`config.mk`:
```
export PLATFORM = sky130hd
export DESIGN_NAME = adc_cmd_arbiter
export DESIGN_NICKNAME = d
export VERILOG_FILES = /design/src/rtl/adc_cmd_arbiter_pkg.sv /design/src/rtl/adc_tag_fifo.sv /design/src/rtl/adc_cmd_arbiter.sv
export SDC_FILE = /design/constraint.sdc
export NUM_CORES = 1
export LEC_CHECK = 0
export CAP_MARGIN = 20
export CORE_MARGIN = 2
export CORE_UTILIZATION = 35
export DETAILED_ROUTE_END_ITERATION = 6
export PLACE_DENSITY_LB_ADDON = 0.12
export SYNTH_ARGS = -nofsm -noshare
export SYNTH_HDL_FRONTEND = slang
export SYNTH_SLANG_ARGS = --single-unit
```
`constraint.sdc`:
```
create_clock -name clk -period 5.7 [get_ports clk]
set_input_delay 0.57 -clock clk [delete_from_list [all_inputs] [get_ports clk]]
set_output_delay 0.57 -clock clk [all_outputs]
set_load 0.005 [all_outputs]
```
`src/rtl/adc_cmd_arbiter_pkg.sv`:
```
// Shared definitions for the ADC command arbiter.
//   - Channel / sample widths used by the sequencer interface.
//   - Arbiter FSM state encoding and the port-id type stored in the tag FIFO.
package adc_cmd_arbiter_pkg;

  localparam int unsigned CHAN_W   = 5;
  localparam int unsigned SAMPLE_W = 12;

  typedef enum logic [1:0] {
    ST_IDLE   = 2'd0,
    ST_GRANT0 = 2'd1,
    ST_GRANT1 = 2'd2
  } arb_state_e;

  typedef logic port_id_t;

  // Port that owns the command channel in a given state (port 0 when idle).
  function automatic port_id_t grant_port(input arb_state_e s);
    return port_id_t'(s == ST_GRANT1);
  endfunction

endpackage

```
`src/rtl/adc_tag_fifo.sv`:
```
// Tag FIFO: remembers which requester issued each outstanding command so the
// matching response can be routed back in order.
// Ports:
//   clk, reset_n      clock, async active-low reset (pointers/count only)
//   i_push, i_din     write a tag (caller never pushes when full)
//   i_pop             drop the head tag (caller never pops when empty)
//   o_dout            head tag
//   o_full, o_empty   occupancy flags
module adc_tag_fifo #(
  parameter int unsigned DEPTH = 8,
  parameter int unsigned WIDTH = 1
) (
  input  logic             clk,
  input  logic             reset_n,
  input  logic             i_push,
  input  logic [WIDTH-1:0] i_din,
  input  logic             i_pop,
  output logic [WIDTH-1:0] o_dout,
  output logic             o_full,
  output logic             o_empty
);

  localparam int unsigned PW = (DEPTH > 1) ? $clog2(DEPTH) : 1;
  localparam int unsigned CW = $clog2(DEPTH + 1);

  logic [WIDTH-1:0] r_mem [DEPTH];
  logic [PW-1:0]    r_wr_ptr;
  logic [PW-1:0]    r_rd_ptr;
  logic [CW-1:0]    r_count;

  // DEPTH is a power of two, so pointers wrap naturally.
  always_ff @(posedge clk or negedge reset_n) begin
    if (!reset_n) begin
      r_wr_ptr <= '0;
      r_rd_ptr <= '0;
      r_count  <= '0;
    end else begin
      if (i_push) r_wr_ptr <= r_wr_ptr + PW'(1);
      if (i_pop)  r_rd_ptr <= r_rd_ptr + PW'(1);
      if (i_push && !i_pop)      r_count <= r_count + CW'(1);
      else if (!i_push && i_pop) r_count <= r_count - CW'(1);
    end
  end

  // Storage is not reset; occupancy tracking alone defines validity.
  always_ff @(posedge clk) begin
    if (i_push) r_mem[r_wr_ptr] <= i_din;
  end

  assign o_dout  = r_mem[r_rd_ptr];
  assign o_full  = (r_count == CW'(DEPTH));
  assign o_empty = (r_count == '0);

endmodule

```
`src/rtl/adc_cmd_arbiter.sv`:
```
// Two-requester ADC command arbiter with in-order response routing.
// Packets from two requesters are arbitrated onto one ADC command channel
// (port 0 preferred, port 1 forced after STARVE_LIMIT port-0 packets). Each
// transferred command records its port in a tag FIFO; ADC responses are routed
// combinationally to the port at the FIFO head.
// Ports:
//   clk, reset_n                    clock, async active-low reset
//   req_valid/ready/data/sop/eop    per-requester command streams
//   cmd_valid/ready/data/sop/eop    ADC command stream
//   resp_valid/data/channel/sop/eop ADC response stream (no backpressure)
//   rsp_valid/data/channel/sop/eop  routed response (one-hot valid)
//   orphan_err                      pulse: response seen with nothing outstanding
module adc_cmd_arbiter
  import adc_cmd_arbiter_pkg::*;
#(
  parameter int unsigned TAG_DEPTH    = 8,
  parameter int unsigned STARVE_LIMIT = 4
) (
  input  logic                clk,
  input  logic                reset_n,
  input  logic [1:0]          req_valid,
  output logic [1:0]          req_ready,
  input  logic [2*CHAN_W-1:0] req_data,
  input  logic [1:0]          req_sop,
  input  logic [1:0]          req_eop,
  output logic                cmd_valid,
  input  logic                cmd_ready,
  output logic [CHAN_W-1:0]   cmd_data,
  output logic                cmd_sop,
  output logic                cmd_eop,
  input  logic                resp_valid,
  input  logic [SAMPLE_W-1:0] resp_data,
  input  logic [CHAN_W-1:0]   resp_channel,
  input  logic                resp_sop,
  input  logic                resp_eop,
  output logic [1:0]          rsp_valid,
  output logic [SAMPLE_W-1:0] rsp_data,
  output logic [CHAN_W-1:0]   rsp_channel,
  output logic                rsp_sop,
  output logic                rsp_eop,
  output logic                orphan_err
);

  localparam int unsigned    SW         = $clog2(STARVE_LIMIT + 1);
  localparam logic [SW-1:0]  STARVE_MAX = SW'(STARVE_LIMIT);

  arb_state_e    r_state;
  arb_state_e    w_state_nxt;
  logic [SW-1:0] r_starve;
  logic [SW-1:0] w_starve_nxt;
  logic          r_orphan;

  port_id_t w_port;
  logic     w_granted;
  logic     w_xfer;
  logic     w_pick1;
  logic     w_pop;
  logic     w_tag_full;
  logic     w_tag_empty;
  port_id_t w_head;

  assign w_port    = grant_port(r_state);
  assign w_granted = (r_state != ST_IDLE);

  // Command path: granted port's fields, stalled while all tags are in use.
  assign cmd_valid = w_granted & req_valid[w_port] & ~w_tag_full;
  assign cmd_data  = w_port ? req_data[2*CHAN_W-1:CHAN_W] : req_data[CHAN_W-1:0];
  assign cmd_sop   = req_sop[w_port];
  assign cmd_eop   = req_eop[w_port];
  assign w_xfer    = cmd_valid & cmd_ready;

  always_comb begin
    req_ready = 2'b00;
    if (w_granted) req_ready[w_port] = cmd_ready & ~w_tag_full;
  end

  assign w_pick1 = req_valid[1] & ((r_starve == STARVE_MAX) | ~req_valid[0]);

  always_comb begin
    w_state_nxt = r_state;
    unique case (r_state)
      ST_IDLE: begin
        if (|req_valid) w_state_nxt = w_pick1 ? ST_GRANT1 : ST_GRANT0;
      end
      ST_GRANT0, ST_GRANT1: begin
        if (w_xfer && cmd_eop) w_state_nxt = ST_IDLE;
      end
      default: w_state_nxt = ST_IDLE;
    endcase
  end

  // Counts finished port-0 packets that port 1 watched go by.
  always_comb begin
    w_starve_nxt = r_starve;
    if (r_state == ST_IDLE && w_state_nxt == ST_GRANT1) begin
      w_starve_nxt = '0;
    end else if (r_state == ST_GRANT0 && w_xfer && cmd_eop && req_valid[1] &&
                 r_starve != STARVE_MAX) begin
      w_starve_nxt = r_starve + SW'(1);
    end
  end

  always_ff @(posedge clk or negedge reset_n) begin
    if (!reset_n) begin
      r_state  <= ST_IDLE;
      r_starve <= '0;
      r_orphan <= 1'b0;
    end else begin
      r_state  <= w_state_nxt;
      r_starve <= w_starve_nxt;
      r_orphan <= resp_valid & w_tag_empty;
    end
  end

  assign orphan_err = r_orphan;
  assign w_pop      = resp_valid & ~w_tag_empty;

  adc_tag_fifo #(
    .DEPTH (TAG_DEPTH),
    .WIDTH (1)
  ) u_tag_fifo (
    .clk     (clk),
    .reset_n (reset_n),
    .i_push  (w_xfer),
    .i_din   (w_port),
    .i_pop   (w_pop),
    .o_dout  (w_head),
    .o_full  (w_tag_full),
    .o_empty (w_tag_empty)
  );

  // Zero-latency routing to whichever port issued the oldest outstanding command.
  always_comb begin
    rsp_valid = 2'b00;
    if (w_pop) rsp_valid[w_head] = 1'b1;
  end

  assign rsp_data    = resp_data;
  assign rsp_channel = resp_channel;
  assign rsp_sop     = resp_sop;
  assign rsp_eop     = resp_eop;

endmodule

```
# ---- Word level (Yosys, flattened, before mapping)
# Memory sizes are Yosys's and may differ from the RTL's.
# Cells that the tools add are included.
dict set report op_classes {
  n_addsub 5
  order_cmp 4
  eq_ne 6
  muxes 23
  bitwise_logic 12
  n_reduce_logical 19
}
# operator n
set ops {}
lappend ops {{$logic_and A1 B1 Y1} 10}
lappend ops {{$mux W1} 10}
lappend ops {{$mux W2} 5}
lappend ops {{$add A3 B1 Y3 const B} 3}
lappend ops {{$mux W4} 2}
lappend ops {{$and A1 B1 Y1} 7}
lappend ops {{$mux W3} 2}
lappend ops {{$reduce_bool A2 Y1} 3}
lappend ops {{$mux W5} 1}
lappend ops {{$add A4 B1 Y4 const B} 1}
lappend ops {{$eq A2 B2 Y1 const B} 2}
lappend ops {{$eq A4 B4 Y1 const B} 1}
lappend ops {{$logic_not A4 Y1} 1}
lappend ops {{$lt A1 B2 Y1 const B} 2}
lappend ops {{$pmux W2 S2} 1}
lappend ops {{$reduce_or A2 Y1} 2}
lappend ops {{$sub A4 B1 Y4 const B} 1}
lappend ops {{$eq A3 B3 Y1 const B} 1}
lappend ops {{$ne A3 B3 Y1 const B} 1}
lappend ops {{$not A1 Y1} 3}
lappend ops {{$and A2 B2 Y2} 1}
lappend ops {{$demux W1 S1} 2}
lappend ops {{$eq A2 B1 Y1 const B} 1}
lappend ops {{$ge A1 B1 Y1 const B} 2}
lappend ops {{3 further kinds} 4}
dict set report word_totals {
  register_bits 16
  ram_bits 8
  input_bits 39
  output_inout_bits 32
  elab_cells 76
  memories 1
}
# name depth word_bits read_ports rd_clocked_by_memory_dff wr line_no
set memory_table {}
lappend memory_table {u_tag_fifo.r_mem 8 1 1 0 1 adc_tag_fifo.sv:26} ;# logic [WIDTH-1:0] r_mem [DEPTH];

# ---- Logic depth before layout (Yosys ltp)
# Gate-level depths: netlist (run 1).
dict set report logic_depth {
  word_depth 12
  ltp_mapped 11
  ltp_nobuf 11
}

# ---- Hierarchy
# From an unflattened synthesis (run 1), not the netlist that was laid out.
dict set report unflattened {
  cells_unflattened 155
  area_unflattened_um2 1620.3
}
# mod instances cells_per_inst area_each_um2 seq_area_each_um2
set by_module_without_submodules {}
lappend by_module_without_submodules {adc_tag_fifo 1 71 910.9 490.5}
lappend by_module_without_submodules {adc_cmd_arbiter 1 84 709.4 150.1}

# ---- Worst setup path after synthesis (run 1)
# OpenSTA, ideal clock, no wires.
dict set report synth_timing {
  path_type {flip-flop to flip-flop}
  start {reg r_state[0]}
  end {reg u_tag_fifo.r_count[3]}
  setup_time_ps 80
  arrival_ps 2434
  required_ps 5620
  path_slack_ps 3186
  path_stages_with_launch 12
  n_path_buf 0
  period_less_slack_ps 2514
  path_cell_list {dfrtp_1 -> inv_1 -> ha_1 -> nand2b_1 -> nor3_2 -> ha_1 -> inv_1 -> ha_1 -> a21o_1 -> a21oi_1 -> mux2i_1 -> xnor2_1}
}
dict set report synth_via {
  elab_chain_len 9
  elab_cells_between_ends 12
  cone_classes {eq/ne: 1; mux: 3; bitwise: 3; reduce/logical: 5}
}
# element line_no
set synth_rtl {}
lappend synth_rtl {{from (decl)} adc_cmd_arbiter.sv:47} ;# arb_state_e r_state;
lappend synth_rtl {{from (signal assigned)} adc_cmd_arbiter.sv:109} ;# r_state <= w_state_nxt;
lappend synth_rtl {{$eq A2 B2 Y1} adc_cmd_arbiter_pkg.sv:19} ;# return port_id_t'(s == ST_GRANT1);
lappend synth_rtl {{$mux W1 (not written as such) (2 in series)} adc_cmd_arbiter.sv:66} ;# assign cmd_valid = w_granted & req_valid[w_port] & ~w_tag_full;
lappend synth_rtl {{$and A1 B1 Y1 * (2 in series)} adc_cmd_arbiter.sv:66}
lappend synth_rtl {{$and A1 B1 Y1 *} adc_cmd_arbiter.sv:70} ;# assign w_xfer = cmd_valid & cmd_ready;
lappend synth_rtl {{via u_tag_fifo.i_push} adc_tag_fifo.sv:15} ;# input logic i_push,
lappend synth_rtl {{$logic_not A1 Y1} adc_tag_fifo.sv:41} ;# else if (!i_push && i_pop) r_count <= r_count - CW'(1);
lappend synth_rtl {{$logic_and A1 B1 Y1} adc_tag_fifo.sv:41}
lappend synth_rtl {{$reduce_bool A2 Y1 (no line)} -}
lappend synth_rtl {{to (signal assigned)} adc_tag_fifo.sv:40} ;# if (i_push && !i_pop) r_count <= r_count + CW'(1);
lappend synth_rtl {{to (signal assigned)} adc_tag_fifo.sv:41}
lappend synth_rtl {{to (decl)} adc_tag_fifo.sv:29} ;# logic [CW-1:0] r_count;
# Mark *: on every way through the listed nets, which the timed path passes. The rest lies on a longest branch. The select of a mux whose other input is x is not followed.
# A chain may end at the register's enable or synchronous reset.

# ---- Worst setup path in the final report (run 1)
dict set report layout_timing {
  start {reg r_state[0]}
  end {reg u_tag_fifo.r_count[3]}
}
dict set report layout_via {
  elab_chain_len 9
  elab_cells_between_ends 12
  cone_classes {eq/ne: 1; mux: 3; bitwise: 3; reduce/logical: 5}
}
# element line_no
set layout_rtl {}
lappend layout_rtl {{$eq A2 B2 Y1 *} adc_cmd_arbiter_pkg.sv:19}
lappend layout_rtl {{via u_tag_fifo.i_din} adc_tag_fifo.sv:16} ;# input logic [WIDTH-1:0] i_din,
lappend layout_rtl {{$mux W1 (not written as such) * (2 in series)} adc_cmd_arbiter.sv:66}
lappend layout_rtl {{$and A1 B1 Y1 * (2 in series)} adc_cmd_arbiter.sv:66}
lappend layout_rtl {{$and A1 B1 Y1 *} adc_cmd_arbiter.sv:70}
lappend layout_rtl {{via u_tag_fifo.i_push} adc_tag_fifo.sv:15}
lappend layout_rtl {{$logic_not A1 Y1} adc_tag_fifo.sv:41}
lappend layout_rtl {{$logic_and A1 B1 Y1} adc_tag_fifo.sv:41}
lappend layout_rtl {{$reduce_bool A2 Y1 (no line)} -}
# Marked as above.

==> impl.org, run 1 <==
** Outcome
- Result of the run :: finished, final reports clean

** Worst setup path
- STA puts the critical path data required time at 5.89 ns.
- Worst flop-to-flop path startpoint :: r_state[0]
- Setup crit start kind :: flop
- In this run the worst path has a maximum fanout of 20.
- The worst register-to-register path ends at u_tag_fifo.r_count[3].
- Setup slack of the most critical reg-to-reg path :: 2.46 ns
- Critical Path End Type :: flop
- On the critical path, the stage with the largest delay is an instance of sky130_fd_sc_hd__ha_1.
- Critical setup path kind :: flop to flop
- Cells along the critical path :: inv_1 > ha_1 > mux2i_1 > nor3_2 > ha_1 > inv_1 > ha_1 > a21o_1 > a21oi_1 > mux2i_1 > xnor2_1
- The cell that appears most often on the critical path is sky130_fd_sc_hd__ha_1.
- In this design, the stage delay of the slowest critical-path cell is 0.66 ns.
- STA puts the critical path data arrival time at 3.43 ns.
- Register-to-Register Path Depth :: 11

** Clocking
- Counting the buffers created by CTS gives 3.
- Clock tree synthesis found a total of 24 sinks.
- After clock tree synthesis, the flow added hold-fix buffers numbering 0.
- CTS built an H-tree with a depth of 1.
- CTS placed an instance of sky130_fd_sc_hd__clkbuf_8 at the clock tree root.
- TritonCTS built the clock tree.
- Post-CTS repair changed the size of 0 cells.
- Post-CTS timing repair inserted 0 buffers for setup.
- Clk_lat worst skew :: 0.26 ns
- The clock passes through at most 2 buffers.
- Clock edge transition at the registers on the reported setup and hold paths :: 0.08 ns

** Timing
- Final setup violation count :: 0
- Setup slack on the critical path of the routed design comes to 2.46 ns.
- Headroom to the max-slew limit came out at 47.4%.
- For this run, the top clock speed supported by timing is 309 MHz.
- Setup repair after global routing left no endpoint under its margin.
- The hold violation total from the final report was 0.
- In the final timing run, aggregate negative setup slack is 0 ns.
- The max-slew violation count was 0.
- Tcrit/Tclk final :: 56.8%
- Counting I/O delays and the setup requirement, the final critical path takes 3.24 ns.
- Clk_skew :: 0.00263 ns
- Worst Max-Slew Pin Slew :: 0.787 ns

** Finish
- Fill cells in the final layout number 420.
- Share of final-layout standard cells stronger than drive strength 1 :: 13.0%
- Register area :: 641 µm²
- Area used by multi-input combinational logic :: 769 µm²
- Final core utilization :: 43.3%
- The area growth from synthesis to layout is 18.9%.
- Design area :: 1900 µm²
- The number of antenna diodes in the final layout is 0.
- Fin nets :: 213

** Synth
- Post-synth top flop :: sky130_fd_sc_hd__dfrtp_1
- Area leader, netlist :: sky130_fd_sc_hd__dfrtp_1
- Register area share after synthesis :: 40.2%
- The mapped netlist covers 1600 µm².
- Share of cell area taken by muxes after synthesis :: 11.8%
- By area, the combinational part of the netlist is dominated by simple AND/OR/NAND/NOR gates.
- By area the synthesized netlist is led by sky130_fd_sc_hd__dfrtp_1, sky130_fd_sc_hd__edfxtp_1, sky130_fd_sc_hd__buf_4.
- Synthesis instantiated 39 different standard cells from the library.
- The cell count after synthesis came out at 146.
- Fraction of registers with async set or reset after synthesis :: 66.7%
- The number of nets in the synthesized netlist is 197.
- List of most frequent post-synthesis cells :: sky130_fd_sc_hd__buf_4, sky130_fd_sc_hd__dfrtp_1, sky130_fd_sc_hd__nor2_1
- Total of flip-flops plus latches after synthesis :: 24
- The Yosys step of the flow raised 0 warnings.
- Top-area cell type share of the netlist area :: 25.1%
- Yosys mapped a number of flops with a built-in enable equal to 8.
- A synthesized cell averages 10.9 µm².
- The most common cell in the synthesized netlist is sky130_fd_sc_hd__buf_4.
- Post-synthesis simple-gate area fraction :: 15.4%
- Adder-cell area share of the yosys netlist :: 9.88%
- XOR/XNOR share of the synthesized area :: 3.84%
- The synthesized netlist devotes 7.37% of its cell area to compound gates.

** Flow run
- Max-capacitance violation count :: 0

** Routing
- Signal routing reaches up to met4.
- Drt total wl :: 3110 µm
- Summed over all nets, wire length on met2 after detailed routing comes to 1610 µm.
- Across all layers, the routed design uses 1,083 vias.
- Number of vias per cell :: 5.08
- Antenna-violating nets left :: 0
- In the final routing, the length of wire on met1 measures 1280 µm.
- Dividing the detail-routed wire length by the instance count gives 14.6 µm.
- Initial detailed-routing violation count :: 51
- The pre-antenna-repair detailed-routing pass consisted of 4 iterations.
- After detailed routing, the number of remaining DRC violations is 0.
- Wire length on met3 :: 154 µm

** GRT
- Antenna violations before repair :: 0
- Global routing used 12.7% of the available tracks across all layers.
- Grt ovf :: 0
- Number of global-route vias before repair :: 1,098
- Entering global routing, the biggest net connects 21 pins.
- Global-route wire length before repair :: 5170 µm

** Placement
- Pre-CTS setup slack :: 2.49 ns
- Final GP Congestion :: 0.775
- Post-detailed-placement cell area :: 1830 µm²
- Number of buffers added on ports :: 32
- After legalization and detailed placement, the total HPWL measured 2440 µm.

** Die
- Measured along the y axis, the die boundary spans 71.5 µm.
- Effective utilization at floorplan :: 36.4%
- Site Rows :: 24
- Area of the die :: 5110 µm²
- The floorplan step set the die width to 71.5 µm.
- Pin placement for this block handled 71 I/O pins.
- Placeable core region :: 4380 µm²

** Hold path
- Min-Delay Endpoint :: u_tag_fifo.r_rd_ptr[2]
- Along the worst hold path, the cell count comes to 1.
- Launch instance of the worst min-delay path :: u_tag_fifo.r_rd_ptr[2]
- Min-Delay Path Class :: flop to flop

** Pwr
- Post-route total power :: 0.854 mW
- In this run the static leakage power is 0.751 nW.
- IR Drop Worst-Case VDD :: 0.195 mV
- Power density normalized to cell area :: 450 nW/µm²
how the worst max path moves through the flow:
stage | end | start | slack, ns | cells after the start
after floorplan | u_tag_fifo.r_count[3] | r_state[0] | 3.19 | 11
after global placement | u_tag_fifo.r_count[3] | req_valid[1] | 2.64 | 10
after detailed placement | u_tag_fifo.r_count[3] | r_state[0] | 2.49 | 11
after CTS | u_tag_fifo.r_count[3] | r_state[0] | 2.46 | 11
after global routing | u_tag_fifo.r_count[3] | r_state[0] | 2.22 | 11
final | u_tag_fifo.r_count[3] | r_state[0] | 2.46 | 11
logic make-up (layout without fill, tap and decap cells):
logic type / after synthesis / in the layout
flops: 24 / 24
fa+ha+maj: 12 / 12
compound gates: 15 / 15
mux: 15 / 15
simple gates: 44 / 44
xor+xnor: 7 / 7
buf+inv: 29 / 44
where the power goes:
part | total, mW | leakage (nW) | switching, mW | internal, mW
Sequential | 0.312 | 0.272 | 0.0709 | 0.241
Combinational | 0.396 | 0.444 | 0.175 | 0.221
Clock | 0.146 | 0.0357 | 0.0526 | 0.0938
routing by layer:
layer  global-route usage [%]  vias to the layer above
li1                         -                      524
met1                     14.8                      515
met2                     22.5                       28
met3                     3.23                       16
met4                     4.40                        0
met5                        0                        -
layout make-up:
type,instances,share of cell area (%)
multi-input combinational,93,40.6
sequential,24,33.8
timing repair buffer,32,16.9
tap,52,3.43
clock buffer,3,2.18
clock inverter,1,1.58
inverter,8,1.58
per-stage QoR:
step / std cells / hold slack [ns]
2_1_floorplan: 146 / 0.274
6_report: 213 / 0.501
5_1_grt: 213 / 0.545
3_3_place_gp: 209 / 0.486
4_1_cts: 213 / 0.513
3_5_place_dp: 209 / 0.498
state kept, by name (all words and copies together), names as in the netlist:
| name | flops |
|---|---|
| u_tag_fifo.r_mem | 8 |
| u_tag_fifo.r_count | 4 |
| r_starve | 3 |
| u_tag_fifo.r_rd_ptr | 3 |
| u_tag_fifo.r_wr_ptr | 3 |
| r_state | 2 |
| orphan_err | 1 |
cell usage in the layout, fill, tap and decap left out, types with 4 or more instances in the layout:
cell	count
sky130_fd_sc_hd__clkdlybuf4s50_1	32
sky130_fd_sc_hd__dfrtp_1	16
sky130_fd_sc_hd__nor2_1	12
sky130_fd_sc_hd__ha_1	11
sky130_fd_sc_hd__mux2_2	10
sky130_fd_sc_hd__inv_1	8
sky130_fd_sc_hd__edfxtp_1	8
sky130_fd_sc_hd__nand2b_1	6
sky130_fd_sc_hd__nand2_1	6
sky130_fd_sc_hd__nor3_1	5
sky130_fd_sc_hd__xnor2_1	5
sky130_fd_sc_hd__nand3_1	4
worst max-delay path, delay by kind of cell, from the launching register on:
| family | cells | cell delay, ns |
|---|---|---|
| buffers and inverters | 2 | 0.22 |
| XOR/XNOR | 1 | 0.14 |
| flip-flops | 1 | 0.41 |
| multiplexers | 2 | 0.47 |
| adder cells (fa/ha/maj) | 3 | 1.19 |
| AND/OR/NAND/NOR | 1 | 0.37 |
| AO/OA/AOI/OAI | 2 | 0.37 |
Note: power is estimated with default switching activity, not from simulation.
==> inputs of run 2 (changes only) <==
clock period = 2.6 ns   (was 5.7 ns; I/O delays follow)
==> run 2 against run 1 <==
  * Register-to-register slack worse by 2.3 ns
  * Hold slack worse by 0.061 ns
  * Sequential cell count stayed put
  * Power is 130% higher
  * Routed wire length hardly changed
  * Combinational power is 130% higher
  * Global-route usage is 0.29 points higher
  * Clock power is 120% higher
  * Sequential power is 120% higher
  * Final cell count is 3.3% higher
  * Critical path depth stayed put
  * Sequential share of layout area is 1.2 points lower
  * Largest cell class unchanged
==> impl.org, run 2 (synthesized netlist as in run 1, its figures left out) <==
** Clocking
- Hold_buf cts :: 0 (unchanged)
- TritonCTS sink count :: 24 (unchanged)
- H-tree depth :: 1 (unchanged)
- CTS Buf Count :: 3 (unchanged)
- Clock edge transition at the registers on the reported setup and hold paths :: 0.09 ns (was 0.08 ns)
- The TritonCTS clock tree is built (unchanged).
- The clock latency reported for the late side of the worst-skew pair came to 0.27 ns (was 0.26 ns).
- The deepest clock path buffer count is 2 (unchanged).
- The cell chosen for the clock root was sky130_fd_sc_hd__clkbuf_8 (unchanged).

** Placement
- Post-placement cell count :: 215 (was 209)
- The HPWL after detailed placement was 2540 µm (was 2440 µm).
- The count of port buffers added during placement came to 32 (unchanged).
- Final GP Congestion :: 0.745 (was 0.775)
- Pre-CTS setup slack :: 0.0959 ns (was 2.49 ns)

** Timing
- Hold WS :: 0.440 ns (was 0.501 ns)
- Max-slew violation total from the final report :: 0 (unchanged)
- The post-route fraction of the period consumed by the critical path was 94.8% (was 56.8%).
- The hold violation total from the final report came to 0 (unchanged).
- The aggregate negative setup slack came to 0 ns (unchanged).
- The actual slew at the worst max-slew pin is 0.776 ns (was 0.787 ns).
- Post-route minimum period :: 2.46 ns (was 3.24 ns)
- Worst-case headroom to the max-slew limit :: 48.1% (was 47.4%)
- The final number of setup-violating endpoints was 0 (unchanged).
- Maximum operating frequency :: 406 MHz (was 309 MHz)
- The final critical-path setup slack came to 0.136 ns (was 2.46 ns).
- The worst clock skew was 0.00249 ns (was 0.00263 ns).

** Finish
- The most frequent standard cell in the layout excluding fill and tap cells is sky130_fd_sc_hd__clkdlybuf4s50_1 (unchanged).
- The area added between synthesis and finish is 23.1% (was 18.9%).
- The number of antenna repair diodes came to 0 (unchanged).
- Most frequent cells in the layout: sky130_fd_sc_hd__clkdlybuf4s50_1, sky130_fd_sc_hd__dfrtp_1, sky130_fd_sc_hd__nor2_1 (unchanged).
- Biggest register :: u_tag_fifo.r_mem (unchanged)
- The number of nets in the finished design was 220 (was 213).
- Max FFs per register :: 8 (unchanged)
- Cell Count, Final, Fillers Out :: 220 (was 213)
- Largest registers: u_tag_fifo.r_mem: 8 flops, u_tag_fifo.r_count: 4 flops (unchanged).
- Share of final-layout standard cells stronger than drive strength 1 :: 19.0% (was 13.0%)

** GRT
- Largest net degree at the start of global routing :: 20 (was 21)
- The initial antenna violation count came to 0 (unchanged).
- Grt ovf :: 0 (unchanged)
- The via count of the first global-routing pass came to 1,147 (was 1,098).
- Global-route wire length before repair :: 5330 µm (was 5170 µm)
- Overall routing resource usage :: 13.0% (was 12.7%)

** Die
- Effective utilization at floorplan :: 36.4% (unchanged)
- The x dimension of the die came to 71.5 µm (unchanged).
- The number of rows in the core area is 24 (unchanged).
- Top Ports :: 71 (unchanged)
- The height of the die came to 71.5 µm (unchanged).
- Placeable core region :: 4380 µm² (unchanged)
- Area of the die :: 5110 µm² (unchanged)

** Routing
- The routed wire length per instance is 14.2 µm (was 14.6 µm).
- Antenna-violating nets left :: 0 (unchanged)
- The number of remaining DRC errors is 0 (unchanged).
- Initial detailed-routing violation count :: 42 (was 51)
- Number of vias per cell :: 4.88 (was 5.08)
- The total vias in the final route came to 1,073 (was 1,083).
- The detailed-routing iteration count for the pre-antenna-repair pass was 3 (was 4).
- Drt total wl :: 3110 µm (about the same)

** Worst setup path
- The worst-path maximum fanout is 4 (was 20).
- Arrival time of the worst setup path :: 2.66 ns (was 3.43 ns)
- The critical path class is flop to flop (unchanged).
- The required time at the worst-slack endpoint is 2.80 ns (was 5.89 ns).
- The startpoint type of the worst setup path is a flop (unchanged).
- Critical Path End Type :: flop (unchanged)

** Pwr
- Leak pwr :: 0.786 nW (was 0.751 nW)
- Post-route total power :: 1.92 mW (was 0.854 mW)
- The worst supply voltage drop on vdd is 0.491 mV (was 0.195 mV).
- The power density over cell area came to 979 nW/µm² (was 450 nW/µm²).

** Flow run
- The number of maximum-capacitance violations is 0 (unchanged).

** Hold path
- Min-Delay Path Class :: primary input to async pin (was flop to flop)

** Outcome
- Result of the run :: finished, final reports clean (unchanged)
-- run 2: changes by cell type in the layout (fill, tap and decap cells not counted) --
| cell | before | now |
|---|---|---|
| sky130_fd_sc_hd__nor4_1 | 1 | 0 |
| sky130_fd_sc_hd__ha_2 | 0 | 2 |
| sky130_fd_sc_hd__mux2i_1 | 3 | 2 |
| sky130_fd_sc_hd__mux2i_2 | 0 | 1 |
| sky130_fd_sc_hd__ha_1 | 11 | 9 |
| sky130_fd_sc_hd__buf_4 | 0 | 7 |
| sky130_fd_sc_hd__nor4_2 | 0 | 1 |
-- run 2: metrics by stage --
step                instance area, µm²  utilization [%]
floorplan                         1600                -
global placement                  1870             42.7
detailed placement                1870             42.7
CTS                               1940             44.3
global route                      1960             44.8
finish                            1960             44.8
-- run 2: worst paths after layout --
path                                          endpoint  cells past startpoint                   start  slack [ns]
worst max-delay path             u_tag_fifo.r_count[3]                     11              r_state[1]        0.14
worst min-delay path            u_tag_fifo.r_rd_ptr[2]                      1                 reset_n        0.44
worst max register to register   u_tag_fifo.r_count[3]                     11              r_state[1]        0.14
worst min register to register  u_tag_fifo.r_rd_ptr[2]                      1  u_tag_fifo.r_rd_ptr[2]        0.50
max in group asynchronous                   r_state[1]                      1                 reset_n        1.68
min in group clk                u_tag_fifo.r_rd_ptr[2]                      1  u_tag_fifo.r_rd_ptr[2]        0.50
-- run 2: per-layer routing --
| metal | up-vias | share of wire [%] | GRT usage, % |
|---|---|---|---|
| li1 | 538 | - | - |
| met1 | 501 | 40 | 14.7 |
| met2 | 18 | 53 | 22.9 |
| met3 | 16 | 4.8 | 3.66 |
| met4 | 0 | 2.1 | 5.24 |
| met5 | - | 0 | 0 |
-- run 2: repair_timing --
action	in CTS	in global routing
resized for setup	0	4
endpoints found under the setup margin	0	1
setup buffers	0	1
-- run 2: critical path, cell delays in order (launching register included) --
cell and delay (ns):
sky130_fd_sc_hd__dfrtp_1 0.40, sky130_fd_sc_hd__inv_1 0.09, sky130_fd_sc_hd__ha_1 0.23, sky130_fd_sc_hd__nand2b_1 0.19
sky130_fd_sc_hd__nor3_2 0.17, sky130_fd_sc_hd__ha_2 0.22, sky130_fd_sc_hd__inv_1 0.08, sky130_fd_sc_hd__ha_1 0.28
sky130_fd_sc_hd__a21o_1 0.18, sky130_fd_sc_hd__a21oi_1 0.17, sky130_fd_sc_hd__mux2i_1 0.24, sky130_fd_sc_hd__xnor2_1 0.13
-- run 2: cell type report --
class                           instances  area (µm²)
Sequential cell                        24         641
Inverter                                8        30.0
Fill cell                             428        2420
Clock inverter                          1        30.0
Tap cell                               52        65.1
Clock buffer                            3        41.3
Timing Repair Buffer                   39         373
Multi-Input combinational cell         93         785
-- run 2: power breakdown --
part	total [mW]	internal, mW	switching, mW
logic	0.914	0.524	0.390
registers	0.683	0.528	0.156
clock network	0.326	0.206	0.121
total	1.92	1.26	0.666
==> inputs of run 3 (changes only) <==
RECOVER_POWER = 50   (was not set)
SKIP_CTS_REPAIR_TIMING = 1   (was not set)
==> run 3 against run 2 <==
  * Sequential cell count unchanged
  * Critical path depth unchanged
  * Count of clock-buffer cells in the layout unchanged
  * Combinational power hardly changed
  * Fmax stayed put
  * Cell area unchanged
  * Routed wire length is essentially flat
  * Register-to-register slack about the same
  * Final cell count is the same
  * First-iteration DRC count stayed put
  * Global-route usage did not move
==> impl.org, run 3 (synthesized netlist as in run 1, its figures left out) <==
** Worst setup path
- Cells along the critical path :: inv_1 > ha_1 > nand2b_1 > nor3_2 > ha_2 > inv_1 > ha_1 > a21o_1 > a21oi_1 > mux2i_1 > xnor2_1 (unchanged)
- Arrival time of the worst setup path :: 2.66 ns (about the same)
- Critical Path End Type :: flop (unchanged)
- Critical Path Fanout Max :: 4 (unchanged)
- The required time at the worst-slack endpoint was 2.80 ns (about the same).
- Peak per-stage delay on the critical path :: 0.40 ns (about the same)
- Cell family with the largest share of critical-path delay :: adder cells (unchanged)
- The slowest stage cell on the critical path is sky130_fd_sc_hd__dfrtp_1 (unchanged).
- Setup crit start kind :: flop (unchanged)
- The count of buffering cells on the critical path with inverters included was 2 (unchanged).
- The critical path class is flop to flop (unchanged).

** Pwr
- Switching share of power :: 34.6% (about the same)
- The sequential share of power came to 35.5% (about the same).
- The internal power summed over all cells was 1.26 mW (about the same).
- Clock share of power :: 17.0% (about the same)
- The part of the power in combinational logic is 47.5% (about the same).
- The worst supply voltage drop on vdd came to 0.491 mV (about the same).
- The leakage power came to 0.786 nW (about the same).
- Post-route total power :: 1.92 mW (about the same)
- The switching power of the nets is 0.666 mW (about the same).
- The power density over cell area was 979 nW/µm² (about the same).

** Placement
- The number of cells in the design after placement is 215 (unchanged).
- Final GP Congestion :: 0.745 (unchanged)
- The HPWL after detailed placement was 2540 µm (unchanged).
- Post-detailed-placement cell area :: 1870 µm² (unchanged)
- The count of port buffers added during placement came to 32 (unchanged).

** GRT
- The via count of the first global-routing pass is 1,147 (unchanged).
- Global-route wire length before repair :: 5330 µm (unchanged)
- The overflow left after global routing came to 0 (unchanged).
- Largest net degree at the start of global routing :: 20 (unchanged)
- Overall routing resource usage :: 13.0% (unchanged)
- The initial antenna violation count was 0 (unchanged).

** Finish
- Biggest register :: u_tag_fifo.r_mem (unchanged)
- Total inserted antenna cells :: 0 (unchanged)
- Share of final-layout standard cells stronger than drive strength 1 :: 19.0% (unchanged)
- Cell Count, Final, Fillers Out :: 220 (unchanged)
- The area added between synthesis and finish is 23.1% (unchanged).
- Fin nets :: 220 (unchanged)
- The most frequent standard cell in the layout excluding fill and tap cells is sky130_fd_sc_hd__clkdlybuf4s50_1 (unchanged).
- Max FFs per register :: 8 (unchanged)
- Fill cell total of the finished layout :: 428 (unchanged)
- Design area :: 1960 µm² (unchanged)
- Most frequent cells in the layout: sky130_fd_sc_hd__clkdlybuf4s50_1, sky130_fd_sc_hd__dfrtp_1, sky130_fd_sc_hd__nor2_1 (unchanged).
- Largest registers :: u_tag_fifo.r_mem: 8 flops, u_tag_fifo.r_count: 4 flops (unchanged)

** Die
- The height of the die was 71.5 µm (unchanged).
- The total core area is 4380 µm² (unchanged).
- Site Rows :: 24 (unchanged)
- Top Ports :: 71 (unchanged)
- The area enclosed by the die boundary is 5110 µm² (unchanged).
- The starting density of the core was 36.4% (unchanged).
- The x dimension of the die is 71.5 µm (unchanged).

** Timing
- Post-route minimum period :: 2.46 ns (unchanged)
- Worst Max-Slew Pin Slew :: 0.783 ns (was 0.776 ns)
- Max-slew violation total from the final report :: 0 (unchanged)
- The post-route fraction of the period consumed by the critical path was 94.8% (unchanged).
- The final number of setup-violating endpoints is 0 (unchanged).
- Maximum operating frequency :: 406 MHz (unchanged)
- The hold violation total from the final report is 0 (unchanged).
- Setup Total Neg Slack :: 0 ns (unchanged)
- Worst-case headroom to the max-slew limit :: 47.7% (was 48.1%)
- The worst clock skew is 0.00249 ns (unchanged).

** Routing
- Number of vias per cell :: 4.88 (unchanged)
- DRT Pass-1 Iters :: 3 (unchanged)
- The count of antenna-violating nets left after detailed routing came to 0 (unchanged).
- The total vias in the final route was 1,073 (unchanged).
- The count of routing violations after the opening detailed-route iteration was 42 (unchanged).
- The total wire length after detailed routing is 3110 µm (about the same).
- The routed wire length per instance is 14.2 µm (about the same).
- The number of remaining DRC errors was 0 (unchanged).

** Clocking
- Buffer cell driving the clock tree root :: sky130_fd_sc_hd__clkbuf_8 (unchanged)
- The TritonCTS clock tree is built (unchanged).
- CTS Buf Count :: 3 (unchanged)
- The number of clock sinks is 24 (unchanged).
- Clk_lat worst skew :: 0.27 ns (about the same)
- The deepest clock path buffer count was 2 (unchanged).
- H-tree depth :: 1 (unchanged)
- Clock edge transition at the registers on the reported setup and hold paths :: 0.09 ns (about the same)

** Hold path
- Min-Delay Path Class :: flop to flop (was primary input to async pin)

** Outcome
- Result of the run: finished, final reports clean (unchanged).

** Flow run
- Max-capacitance violation count :: 0 (unchanged)
[run 3: cell type report]
cell class                 count  area (µm²)  area share (%)
timing repair buffer          39         373            19.0
inverter                       8        30.0            1.53
tap                           52        65.1            3.31
clock inverter                 1        30.0            1.53
sequential                    24         641            32.6
multi-input combinational     93         785            39.9
clock buffer                   3        41.3            2.10
[run 3: worst paths after layout]
| path | start | to | slack [ns] | cells after the start |
|---|---|---|---|---|
| worst max-delay path | r_state[1] | u_tag_fifo.r_count[3] | 0.14 | 11 |
| worst min-delay path | u_tag_fifo.r_rd_ptr[2] | u_tag_fifo.r_rd_ptr[2] | 0.50 | 1 |
| worst max register to register | r_state[1] | u_tag_fifo.r_count[3] | 0.14 | 11 |
| worst min register to register | u_tag_fifo.r_rd_ptr[2] | u_tag_fifo.r_rd_ptr[2] | 0.50 | 1 |
| max in group asynchronous | reset_n | r_state[1] | 1.60 | 1 |
| min in group asynchronous | reset_n | u_tag_fifo.r_rd_ptr[2] | 0.51 | 1 |
[run 3: stage by stage]
stage | utilization (%) | setup WS (ns) | hold slack, ns
2_1_floorplan | - | 0.0862 | -0.0356
3_3_place_gp | 42.7 | 0.230 | 0.489
3_5_place_dp | 42.7 | 0.0959 | 0.493
4_1_cts | 44.3 | 0.0782 | 0.464
5_1_grt | 44.8 | -0.0184 | 0.511
6_report | 44.8 | 0.136 | 0.499
[run 3: per-layer routing]
metal  vias up  part of all wire (%)  track usage (%)
met5         -                     0                0
met2        18                    53             22.9
li1        538                     -                -
met1       501                    40             14.7
met3        16                   5.0             3.66
met4         0                   2.1             5.24
[run 3: power by group through the flow]
stage               clock [mW]  combinational (mW)  sequential [mW]
floorplan                    0               0.647            0.656
global placement             0               0.882            0.685
detailed placement           0               0.910            0.691
CTS                      0.336               0.916            0.683
global route             0.351                1.02            0.715
finish                   0.326               0.914            0.683
